===== src/rtl/mem_pkg.sv =====
// Shared constants and encodings for the memory arbiter: line geometry,
// FSM state codes and grant identifiers.
package mem_pkg;

  localparam int ADDR_W = 14;  // line address (16-bit word address minus 2 offset bits)
  localparam int LINE_W = 64;  // 4 x 16-bit words

  typedef enum logic [1:0] {
    IDLE = 2'b00,
    MEM  = 2'b01,
    DONE = 2'b10
  } state_t;

  typedef enum logic {
    GNT_I = 1'b0,
    GNT_D = 1'b1
  } gnt_t;

endpackage


===== src/rtl/mem_arbiter_if.sv =====
// Bundle of the two requester ports and the memory handshake seen by the
// arbiter. slave = arbiter side, master = requesters plus memory side.
interface mem_arbiter_if;
  import mem_pkg::*;

  // I-cache fill port
  logic              i_req;
  logic [ADDR_W-1:0] i_addr;
  logic              i_done;
  // D-cache fill/writeback port
  logic              d_req;
  logic              d_we;
  logic [ADDR_W-1:0] d_addr;
  logic [LINE_W-1:0] d_wdata;
  logic              d_done;
  // shared fill return
  logic [LINE_W-1:0] fill_data;
  // memory handshake
  logic              mem_re;
  logic              mem_we;
  logic [ADDR_W-1:0] mem_addr;
  logic [LINE_W-1:0] mem_wdata;
  logic [LINE_W-1:0] mem_rdata;
  logic              mem_rdy;
  // status
  logic              idle;
  logic              tmo_err;

  modport slave (
    input  i_req, i_addr, d_req, d_we, d_addr, d_wdata, mem_rdata, mem_rdy,
    output i_done, d_done, fill_data, mem_re, mem_we, mem_addr, mem_wdata,
           idle, tmo_err
  );

  modport master (
    output i_req, i_addr, d_req, d_we, d_addr, d_wdata, mem_rdata, mem_rdy,
    input  i_done, d_done, fill_data, mem_re, mem_we, mem_addr, mem_wdata,
           idle, tmo_err
  );

endinterface


===== src/rtl/mem_arbiter.sv =====
// Arbitrates the unified main memory between the I-cache line-fill path and
// the D-cache fill/writeback path. One line transaction at a time; ties go to
// the requester that did not win last. All outputs except idle are registered.
module mem_arbiter
  import mem_pkg::*;
#(
  parameter int MAX_WAIT = 15  // MEM cycles without mem_rdy before tmo_err
) (
  input logic          clk,
  input logic          rst_n,
  mem_arbiter_if.slave bus
);

  localparam int              CNT_W   = $clog2(MAX_WAIT + 1);
  localparam logic [CNT_W-1:0] CNT_MAX = CNT_W'(MAX_WAIT);
  localparam logic [CNT_W-1:0] CNT_ONE = CNT_W'(1);

  state_t            state_reg;
  gnt_t              gnt_reg;
  gnt_t              last_gnt_reg;
  logic              i_done_reg;
  logic              d_done_reg;
  logic              mem_re_reg;
  logic              mem_we_reg;
  logic              tmo_err_reg;
  logic [ADDR_W-1:0] mem_addr_reg;
  logic [LINE_W-1:0] mem_wdata_reg;
  logic [LINE_W-1:0] fill_data_reg;
  logic [CNT_W-1:0]  wait_cnt_reg;
  gnt_t              arb_gnt;

  // Pick the winner for this IDLE cycle: a lone requester wins, a tie goes
  // to the side opposite the previous grant.
  always_comb begin
    arb_gnt = GNT_I;
    if (bus.i_req && bus.d_req) begin
      arb_gnt = (last_gnt_reg == GNT_I) ? GNT_D : GNT_I;
    end else if (bus.d_req) begin
      arb_gnt = GNT_D;
    end
  end

  // Transaction FSM: IDLE grants and launches, MEM waits for mem_rdy (with a
  // saturating wait counter that counts the current MEM cycle), DONE pulses.
  always_ff @(posedge clk or negedge rst_n) begin
    if (!rst_n) begin
      state_reg     <= IDLE;
      gnt_reg       <= GNT_I;
      last_gnt_reg  <= GNT_I;
      i_done_reg    <= 1'b0;
      d_done_reg    <= 1'b0;
      mem_re_reg    <= 1'b0;
      mem_we_reg    <= 1'b0;
      tmo_err_reg   <= 1'b0;
      mem_addr_reg  <= '0;
      mem_wdata_reg <= '0;
      fill_data_reg <= '0;
      wait_cnt_reg  <= '0;
    end else begin
      i_done_reg <= 1'b0;
      d_done_reg <= 1'b0;
      case (state_reg)
        IDLE: begin
          if (bus.i_req || bus.d_req) begin
            gnt_reg       <= arb_gnt;
            last_gnt_reg  <= arb_gnt;
            mem_addr_reg  <= (arb_gnt == GNT_D) ? bus.d_addr : bus.i_addr;
            mem_wdata_reg <= bus.d_wdata;
            mem_we_reg    <= (arb_gnt == GNT_D) && bus.d_we;
            mem_re_reg    <= (arb_gnt == GNT_I) || !bus.d_we;
            wait_cnt_reg  <= CNT_ONE;
            state_reg     <= MEM;
          end
        end
        MEM: begin
          if (bus.mem_rdy) begin
            // writes leave the last fill line untouched
            if (mem_re_reg) begin
              fill_data_reg <= bus.mem_rdata;
            end
            mem_re_reg   <= 1'b0;
            mem_we_reg   <= 1'b0;
            wait_cnt_reg <= '0;
            i_done_reg   <= (gnt_reg == GNT_I);
            d_done_reg   <= (gnt_reg == GNT_D);
            state_reg    <= DONE;
          end else if (wait_cnt_reg != CNT_MAX) begin
            wait_cnt_reg <= wait_cnt_reg + CNT_ONE;
            if ((wait_cnt_reg + CNT_ONE) == CNT_MAX) begin
              tmo_err_reg <= 1'b1;
            end
          end
        end
        DONE: begin
          state_reg <= IDLE;
        end
        default: begin
          state_reg <= IDLE;
        end
      endcase
    end
  end

  // idle qualifies halt, so it must reflect a request arriving this cycle.
  assign bus.idle      = (state_reg == IDLE) && !bus.i_req && !bus.d_req;
  assign bus.i_done    = i_done_reg;
  assign bus.d_done    = d_done_reg;
  assign bus.fill_data = fill_data_reg;
  assign bus.mem_re    = mem_re_reg;
  assign bus.mem_we    = mem_we_reg;
  assign bus.mem_addr  = mem_addr_reg;
  assign bus.mem_wdata = mem_wdata_reg;
  assign bus.tmo_err   = tmo_err_reg;

endmodule


===== src/flat_wrapper.sv =====
// flat-port wrapper written by rule: the top's interface ports become plain ports
module mem_arbiter_flat import mem_pkg::*;
#(
  parameter int MAX_WAIT = 15                                              
)
  (clk, rst_n, bus_i_req, bus_i_addr, bus_d_req, bus_d_we, bus_d_addr, bus_d_wdata, bus_mem_rdata, bus_mem_rdy, bus_i_done, bus_d_done, bus_fill_data, bus_mem_re, bus_mem_we, bus_mem_addr, bus_mem_wdata, bus_idle, bus_tmo_err);
  mem_arbiter_if bus_i ();
  input logic clk;
  input logic rst_n;
  input wire logic [$bits(bus_i.i_req)-1:0] bus_i_req;
  input wire logic [$bits(bus_i.i_addr)-1:0] bus_i_addr;
  input wire logic [$bits(bus_i.d_req)-1:0] bus_d_req;
  input wire logic [$bits(bus_i.d_we)-1:0] bus_d_we;
  input wire logic [$bits(bus_i.d_addr)-1:0] bus_d_addr;
  input wire logic [$bits(bus_i.d_wdata)-1:0] bus_d_wdata;
  input wire logic [$bits(bus_i.mem_rdata)-1:0] bus_mem_rdata;
  input wire logic [$bits(bus_i.mem_rdy)-1:0] bus_mem_rdy;
  output wire logic [$bits(bus_i.i_done)-1:0] bus_i_done;
  output wire logic [$bits(bus_i.d_done)-1:0] bus_d_done;
  output wire logic [$bits(bus_i.fill_data)-1:0] bus_fill_data;
  output wire logic [$bits(bus_i.mem_re)-1:0] bus_mem_re;
  output wire logic [$bits(bus_i.mem_we)-1:0] bus_mem_we;
  output wire logic [$bits(bus_i.mem_addr)-1:0] bus_mem_addr;
  output wire logic [$bits(bus_i.mem_wdata)-1:0] bus_mem_wdata;
  output wire logic [$bits(bus_i.idle)-1:0] bus_idle;
  output wire logic [$bits(bus_i.tmo_err)-1:0] bus_tmo_err;
  assign bus_i.i_req = bus_i_req;
  assign bus_i.i_addr = bus_i_addr;
  assign bus_i.d_req = bus_d_req;
  assign bus_i.d_we = bus_d_we;
  assign bus_i.d_addr = bus_d_addr;
  assign bus_i.d_wdata = bus_d_wdata;
  assign bus_i.mem_rdata = bus_mem_rdata;
  assign bus_i.mem_rdy = bus_mem_rdy;
  assign bus_i_done = bus_i.i_done;
  assign bus_d_done = bus_i.d_done;
  assign bus_fill_data = bus_i.fill_data;
  assign bus_mem_re = bus_i.mem_re;
  assign bus_mem_we = bus_i.mem_we;
  assign bus_mem_addr = bus_i.mem_addr;
  assign bus_mem_wdata = bus_i.mem_wdata;
  assign bus_idle = bus_i.idle;
  assign bus_tmo_err = bus_i.tmo_err;
  mem_arbiter #(.MAX_WAIT(MAX_WAIT)) u_core (.clk(clk), .rst_n(rst_n), .bus(bus_i));
endmodule

===== config.mk =====
export PLATFORM = sky130hd
export DESIGN_NAME = mem_arbiter_flat
export DESIGN_NICKNAME = d
export VERILOG_FILES = /design/src/rtl/mem_pkg.sv /design/src/rtl/mem_arbiter_if.sv /design/src/rtl/mem_arbiter.sv /design/src/flat_wrapper.sv
export SDC_FILE = /design/constraint.sdc
export NUM_CORES = 1
export LEC_CHECK = 0
export BUFFER_PORTS_ARGS = -buffer_cell sky130_fd_sc_hd__buf_2
export CORE_MARGIN = 2
export CORE_UTILIZATION = 30
export DETAILED_ROUTE_END_ITERATION = 10
export GPL_ROUTABILITY_DRIVEN = 0
export PLACE_DENSITY = 0.63
export SETUP_SLACK_MARGIN = 0.3
export SKIP_CTS_REPAIR_TIMING = 1
export SLEW_MARGIN = 15
export SYNTH_ARGS = -nofsm -noshare
export SYNTH_HDL_FRONTEND = slang
export SYNTH_SLANG_ARGS = --single-unit
export TNS_END_PERCENT = 20

===== constraint.sdc =====
create_clock -name clk -period 1.88 [get_ports clk]
set_input_delay 0.188 -clock clk [delete_from_list [all_inputs] [get_ports clk]]
set_output_delay 0.188 -clock clk [all_outputs]
set_load 0.1 [all_outputs]

==> run metrics, run 1 <==
outcome finished with violations; violated checks negative hold slack; Detailed Place HPWL around 12000 um; first-pass iteration count of the detailed router 4; element type at the critical path start flop; standard cell core area 20800 um2; total cell area at the placement stage between 8000 and 9000 um2; Die X-Extent around 150 um; part of the Yosys area used for sequential elements 61.1%; crit path max fanout 6; most repeated cell in the gate-level netlist after synthesis dfrtp_1; Syn-to-layout area delta 57.1%; remaining global-route overflow 0; count of cell types in the netlist ~40; number of max-slew violations in the final report 0; layout cell share with drive strength beyond 1 between 50% and 60%; Vias per Instance about 4.4; CP peak stage delay 0.45 ns; warning count from the yosys run 0; Tmin final around 1.6 ns; slowest cell on the critical path dfrtp_2; root buffer selected by CTS clkbuf_16; # IOs 310; ys flop type dfrtp_1; number of antenna violations at the first check in global routing 0; Gate Count Post-Synth ~410; largest net degree at the start of global routing 45; worst hold slack -0.00210 ns; Cell Rows 53; combined area of all synthesized cells roughly 6300 um2; average wire per standard cell 15.3 um; wire length of the first global-routing pass 24100 um; Cell Chain, Critical Path buf_6 > nor3_4 > buf_12; via count of the first global-routing pass 4579; Port Buffers between 300 and 400; violation count after the first detailed-routing iteration 236; number of synthesized register bits 154; final period utilization 84.4%; effective utilization at floorplan between 30% and 40%; path type of the worst min-delay path in2reg; clock transition at the registers of the reported paths 0.07 ns; source-to-sink clock delay at the later pin of the worst-skew pair about 0.4 ns; cell type with the highest aggregate area in the netlist dfrtp_1; global router's overall resource usage 13.8%; number of max-capacitance violations reported 0; worst setup path class reg2out; synth cell count leaders dfrtp_1, mux2_4, mux2_2; FFs w/ async S/R, synth 100%; CTS buffer count 17; average size of a mapped cell 15.5 um2; # H-tree levels 4; RSZ-0062 raised after global routing true; Slew @ Worst Pin 0.512 ns; sum of routed wire length over all layers between 15000 and 20000 um; hold violation total from the final report 1; nature of the critical path endpoint output pin; worst endpoint required time 1.69 ns; final design instance area without fill around 9900 um2; clock tree from TritonCTS done; WP buf/inv 2; number of sinks driven by the clock tree 154; Max Clock Freq 630 MHz; Remaining DRCs 0; Fin Clk Skew 0.00641 ns; EDFF count, synth 0; Synth top area share 61.1%; maximum root-to-sink buffer count 2; height of the chip about 150 um; relative slew slack around two thirds; final antenna-violating net count 0; most area-consuming cells after synthesis dfrtp_1, mux2_4, mux2_2; family of cells with the greatest summed delay on the critical path flip-flops; critical path data arrival time about 1.4 ns; Final TNS setup 0 ns; DIE AREA between 20000 and 25000 um2; diode count 0; final layout net count slightly below 1000; number of nets in the synthesized netlist 570; routed vias 4880; final setup vio count 0
-- worst paths after layout --
kind	startpoint	endpoint	slack, ns	depth (start not counted)
worst max-delay path	u_core.state_reg[0]	bus_idle	0.29	3
worst max register to register	u_core.wait_cnt_reg[0]	u_core.wait_cnt_reg[0]	0.34	4
min in group asynchronous	rst_n	u_core.bus.mem_wdata[59]	0.27	2
worst min-delay path	bus_d_wdata[57]	u_core.bus.mem_wdata[57]	-0.002	2
worst min register to register	u_core.bus.tmo_err	u_core.bus.tmo_err	0.47	1
max in group asynchronous	rst_n	u_core.bus.fill_data[4]	1.00	3
-- cell type report --
class,instances,area [um2]
sequential,154,3860
timing repair buffer,429,2830
clock buffer,18,429
multi-input combinational,228,2310
clock inverter,14,136
tap,275,344
inverter,1,3.75
fill,1829,10900
-- worst reg2reg max path, delay by kind of cell (launching register included) --
kind          cells  cell delay [ns]
flops             1             0.45
fa+ha+maj         1             0.31
simple gates      3             0.72
-- layer usage --
layer	part of all wire (%)	vias to the layer above	track usage [%]
li1	-	2305	-
met1	40	2367	17.2
met2	52	181	23.4
met3	5.7	27	3.49
met4	2.1	0	4.95
met5	0	-	0
-- metrics by stage --
step / util (%) / hold slack [ns] / setup WS, ns / std cells
global route: 47.6 / -0.000574 / 0.243 / 1119
CTS: 42.7 / -0.292 / 0.225 / 1019
floorplan: - / -0.108 / 0.187 / 406
global placement: 40.0 / 0.157 / 0.306 / 987
detailed placement: 40.0 / 0.158 / 0.273 / 987
finish: 47.6 / -0.00210 / 0.294 / 1119
-- placed cells by master (no fill, tap or decap), drive strengths merged, types with 2 or more instances in the layout --
cell	count
nor3	2
nand2	33
a41oi	14
clkbuf	19
a21oi	18
o21ai	3
ha	2
dfrtp	154
dlygate4sd3	92
and3b	2
buf	336
inv	8
and2	2
mux2	129
clkinvlp	5
nor2	3
-- cells by family after synthesis --
family          share of synthesized area [%]
flops                                    61.1
mux                                      26.6
simple gates                             4.23
compound gates                           4.74
buf+inv                                  2.62
xor+xnor                                0.278
fa+ha+maj                               0.397
Power of run 1 is not shown: default switching activity piles up to over one toggle a cycle in this logic, so the estimate is an artifact.
==> run 2: changes to the inputs <==
- ABC_AREA: default -> 1
- clock period: 1.88 -> 1.55 ns (I/O delays scaled with it)
==> run 2 against run 1 <==
- the run still ends with negative hold slack left
- synthesized cell count is 81% higher
- worst hold slack worse by 0.010 ns
- worst setup slack worse by 0.23 ns
- routed wire length is 46% higher
- critical path depth is 1 lower
- critical path type unchanged
- highest routed layer unchanged
==> run metrics, run 2 <==
RSZ-0062 raised after global routing true; average size of a mapped cell 8.50 um2 (-45%); Remaining DRCs 0 (unchanged); Tmin final ~1.5 ns; most frequent standard cell in the layout excluding fill and tap cells nand2_1; Vias per Instance 4.67 (+7.1%); commonest non-fill, non-tap cells in the layout nand2_1, buf_2, dfrtp_1; cell type with the highest aggregate area in the netlist dfrtp_1; wire length of the first global-routing pass 28900 um (+20%); number of sinks driven by the clock tree 154 (unchanged); routed vias 6870 (+41%); Die X-Extent 148 um (-0.60%); warning count from the yosys run 0 (unchanged); layout cell share with drive strength beyond 1 42.3% (-16 points); number of max-capacitance violations reported 0 (unchanged); worst endpoint required time 1.39 ns (-0.30 ns); crit path max fanout 33 (+27); first-pass iteration count of the detailed router 7 (+3); height of the chip 148 um (-0.60%); maximum root-to-sink buffer count 2 (unchanged); Port Buffers 309 (unchanged); clock tree from TritonCTS done; most area-consuming cells after synthesis dfrtp_1, nand2_1, nand3_1; part of the Yosys area used for sequential elements 61.9% (+0.76 points); Cell Rows 52 (-1.9%); violated checks negative hold slack; root buffer selected by CTS clkbuf_16; worst r2r src u_core.state_reg[1]; Reg2Reg Capture Point u_core.bus.mem_wdata[16]; DIE AREA 21900 um2 (-1.2%); critical path data arrival time 1.33 ns (-0.07 ns); Fin Clk Skew 0.00610 ns (-0.000311 ns); outcome finished with violations; effective utilization at floorplan 30.7% (+0.40 points); count of cell types in the netlist 16 (-61%); standard cell core area 20300 um2 (-2.5%); diode count 0 (unchanged); combined area of all synthesized cells 6230 um2 (-1.2%); Synth top area share 61.9% (+0.76 points); CTS buffer count 17 (unchanged); hold violation total from the final report 1 (unchanged); # IOs 310 (unchanged); source-to-sink clock delay at the later pin of the worst-skew pair 0.41 ns (about the same); number of synthesized register bits 154 (unchanged); average wire per standard cell 17.0 um (+11%); # H-tree levels 4 (unchanged); slowest cell on the critical path dfrtp_4; timing endpoint of the critical path bus_mem_re; sum of routed wire length over all layers 25000 um (+46%); Cell Chain, Critical Path buf_16 > buf_16; final period utilization 95.7%; final setup vio count 0 (unchanged); CP most frequent cell buf_16; Detailed Place HPWL 12800 um (+11%); Slew @ Worst Pin 0.511 ns (-0.00131 ns); relative slew slack 66.2% (+0.087 points); ys flop type dfrtp_1; clock transition at the registers of the reported paths 0.07 ns (about the same); R2R Setup Slk 0.07 ns (-0.27 ns); nature of the critical path endpoint output pin; path type of the worst min-delay path in2reg; synth cell count leaders nand2_1, dfrtp_1, nand3_1; most repeated cell in the gate-level netlist after synthesis nand2_1; final antenna-violating net count 0 (unchanged); via count of the first global-routing pass 5590 (+22%); FFs w/ async S/R, synth 100% (unchanged); element type at the critical path start flop; EDFF count, synth 0 (unchanged); worst setup path startpoint u_core.bus.mem_re; CP peak stage delay 0.53 ns (+0.08 ns); global router's overall resource usage 16.5% (+2.6 points); remaining global-route overflow 0 (unchanged); number of max-slew violations in the final report 0 (unchanged); violation count after the first detailed-routing iteration 299 (+27%); Reg2Reg Depth 8 (+4); Gate Count Post-Synth 733 (+81%); number of nets in the synthesized netlist 897 (+57%); Syn-to-layout area delta 87.9%; final layout net count 1352 (+36%); worst hold slack -0.0123 ns (-0.0102 ns); Max Clock Freq 674 MHz; number of antenna violations at the first check in global routing 0 (unchanged); worst setup path class reg2out; largest net degree at the start of global routing 79 (+76%)
-- run 2: cell count changes in the layout (fill, tap and decap cells not counted), sizes merged, moves of 15 or more --
cell         previous run  this run
a21oi                  18         0
clkbuf                 19        34
dlygate4sd3            92       118
inv                     8        27
mux2                  129         0
nand2                  33       436
nand3                   1        69
-- run 2: cell families (layout without fill, tap and decap cells) --
group,after synthesis,in the layout,synth area share (%)
buf+inv,58,526,4.86
fa+ha+maj,2,2,0.402
simple gates,517,517,32.7
compound gates,2,2,0.161
flops,154,154,61.9
-- run 2: per-layer routing --
| metal | vias to the layer above | wire, um | track usage, % |
|---|---|---|---|
| met4 | 0 | 546 | 4.29 |
| met2 | 402 | 12800 | 25.4 |
| met1 | 3266 | 9490 | 21.8 |
| li1 | 3166 | - | - |
| met5 | - | 0 | 0 |
| met3 | 36 | 2190 | 6.32 |
-- run 2: worst min-delay path by stage --
stage	startpoint	end	slack [ns]	cells after the start
after floorplan	rst_n	u_core.bus.d_done	-0.14	0
after global placement	rst_n	u_core.bus.fill_data[1]	0.09	1
after CTS	rst_n	u_core.bus.fill_data[1]	-0.37	1
final	bus_mem_rdata[48]	u_core.bus.fill_data[48]	-0.01	3
after global routing	bus_mem_rdata[42]	u_core.bus.fill_data[42]	0.004	3
after detailed placement	rst_n	u_core.bus.fill_data[1]	0.09	1
-- run 2: stage by stage --
step | std cells | util (%) | cell area (um2) | setup TNS (ns) | setup slack, ns
3_5_place_dp | 1289 | 40.2 | 8160 | 0 | 0.132
6_report | 1471 | 57.6 | 11700 | 0 | 0.0660
5_1_grt | 1471 | 57.6 | 11700 | -0.00976 | -0.00976
2_1_floorplan | 733 | - | 6240 | 0 | 0.304
3_3_place_gp | 1289 | 40.2 | 8160 | 0 | 0.165
4_1_cts | 1321 | 43.1 | 8750 | -0.345 | -0.299
-- run 2: layout make-up --
| type | count | area, um2 |
|---|---|---|
| fillers | 1621 | 8600 |
| repair buffers | 474 | 4240 |
| clock inverters | 14 | 150 |
| clock buffers | 18 | 439 |
| well taps | 270 | 338 |
| multi-input cells | 521 | 2550 |
| repair inverters | 1 | 16.3 |
| inverters | 19 | 100 |
| flip-flops and latches | 154 | 3870 |
-- run 2: critical path, delay by kind of cell, from the launching register on --
kind | cells | cell delay [ns]
buffers and inverters | 2 | 0.39
flip-flops | 1 | 0.53
Power of run 2 is left out for the same reason.
==> run 3: changes to the inputs <==
- CORE_UTILIZATION: 30 -> 45
- PLACE_DENSITY: 0.63 -> 0.86
- SLEW_MARGIN: 15 -> 20
==> run 3 against run 2 <==
- the run still ends with negative hold slack left
- maximum frequency shrank 2.5%
- die area down 33%
- sequential cell count is the same
- clock skew rose by 0.0026 ns
- routed wire length increased by 2.7%
- global-route usage increased by 7.2 points
- highest routed layer unchanged
==> run metrics, run 3 (synthesis gave the netlist of run 2 again) <==
outcome finished with violations; violated checks negative hold slack; sum of routed wire length over all layers 25700 um (+2.7%); average wire per standard cell 18.9 um (+11%); number of sinks driven by the clock tree 154 (unchanged); Slew @ Worst Pin 0.530 ns (+0.0192 ns); Reg2Reg Depth 7 (-1); hold violation total from the final report 6 (+5); final layout net count 1333 (-1.4%); Cell Rows 42 (-19%); maximum root-to-sink buffer count 2 (unchanged); path type of the worst min-delay path in2reg; Worst Slack Setup Final 0.0273 ns (-0.0387 ns); worst hold slack -0.0271 ns (-0.0148 ns); worst endpoint required time 1.90 ns (+0.51 ns); clock tree from TritonCTS done; effective utilization at floorplan 46.5% (+16 points); root buffer selected by CTS clkbuf_16; Tmin final 1.52 ns (+0.0387 ns); number of max-capacitance violations reported 0 (unchanged); Detailed Place HPWL 12200 um (-4.5%); R2R Setup Slk 0.03 ns (-0.04 ns); commonest non-fill, non-tap cells in the layout nand2_1, buf_2, dfrtp_1; Die X-Extent 122 um (-18%); height of the chip 122 um (-18%); final period utilization 98.2% (+2.5 points); nature of the critical path endpoint flop; element type at the critical path start flop; Remaining DRCs 0 (unchanged); wire length of the first global-routing pass 27200 um (-5.9%); remaining global-route overflow 0 (unchanged); area occupied by multi-input gates 2120 um2 (-17%); worst setup path class reg2reg; relative slew slack 64.9% (-1.3 points); worst hold path stage count 3 (unchanged); Vias per Instance 5.36 (+15%); Syn-to-layout area delta 62.7%; crit path max fanout 32 (-3.0%); Fin Clk Skew 0.00869 ns (+0.00260 ns); clock transition at the registers of the reported paths 0.06 ns (about the same); placement-stage worst setup slack 0.132 ns (-0.000534 ns); hold path endpoint u_core.bus.fill_data[8]; most frequent standard cell in the layout excluding fill and tap cells nand2_1; worst r2r src u_core.state_reg[1]; via count of the first global-routing pass 5687 (+1.7%); # H-tree levels 4 (unchanged); Port Buffers 309 (unchanged); DIE AREA 14800 um2 (-33%); CTS buffer count 17 (unchanged); utilization of the core after routing 75.6% (+18 points); routed vias 7276 (+5.9%); sequential standard cell area 3860 um2 (-0.32%); final antenna-violating net count 0 (unchanged); Reg2Reg Capture Point u_core.bus.fill_data[11]; startpoint of the worst hold path bus_mem_rdata[8]; source-to-sink clock delay at the later pin of the worst-skew pair 0.42 ns (about the same); critical path data arrival time 1.87 ns (+0.54 ns); global router's overall resource usage 23.7% (+7.2 points); largest net degree at the start of global routing 79 (unchanged); number of antenna violations at the first check in global routing 0 (unchanged); standard cell core area 13400 um2 (-34%); first-pass iteration count of the detailed router 5 (-2); RSZ-0062 raised after global routing true; Max Clock Freq 657 MHz (-2.5%); number of max-slew violations in the final report 0 (unchanged); Final TNS setup 0 ns (unchanged); layout cell share with drive strength beyond 1 33.0% (-9.3 points); Filler cells 797 (-51%); violation count after the first detailed-routing iteration 624 (+110%); # IOs 310 (unchanged); diode count 0 (unchanged); final setup vio count 0 (unchanged)
## run 3: changes by cell type in the layout (fill, tap and decap cells not counted), sizes merged
cell         before  now
dlygate4sd3     118  109
inv              27   20
buf             340  336
clkbuf           34   30
clkinvlp          0    4
nand2           436  437
## run 3: worst max-delay path, cell delays in order (launching register included)
cell and delay, ns:
dfrtp_1 0.43, nor2_2 0.14, nand2_1 0.12, inv_2 0.14, buf_12 0.12, clkbuf_16 0.21, nand3_1 0.17, nand2_1 0.13
## run 3: metal layers
layer	global-route usage, %	up-vias	part of all wire (%)
met5	0	-	0
met4	9.99	0	5.4
met3	6.18	136	11
met2	40.3	616	49
met1	28.6	3400	34
li1	-	3124	-
## run 3: worst max path at each step
| stage | start | end | cells after the start |
|---|---|---|---|
| global route | u_core.state_reg[0] | u_core.bus.fill_data[11] | 8 |
| floorplan | u_core.bus.mem_re | u_core.bus.fill_data[10] | 4 |
| CTS | u_core.bus.mem_re | bus_mem_re | 2 |
| global placement | u_core.bus.mem_re | bus_mem_re | 2 |
| finish | u_core.state_reg[1] | u_core.bus.fill_data[11] | 7 |
| detailed placement | u_core.state_reg[0] | u_core.bus.mem_wdata[47] | 6 |
## run 3: cell type report
type	instances	area share, %
Clock buffer	21	4.54
Timing Repair Buffer	454	32.2
Inverter	19	0.865
Timing Repair inverter	1	0.0741
Clock inverter	11	1.12
Multi-Input combinational cell	522	20.9
Sequential cell	154	38.1
Tap cell	176	2.17
## run 3: metrics by stage
stage / hold slack, ns / instances / area, um2
detailed placement: 0.0723 / 1191 / 7980
finish: -0.0271 / 1358 / 10100
global placement: 0.0708 / 1191 / 7980
global route: -0.00361 / 1358 / 10100
floorplan: -0.141 / 733 / 6240
CTS: -0.384 / 1223 / 8550
Power of run 3 is left out for the same reason.
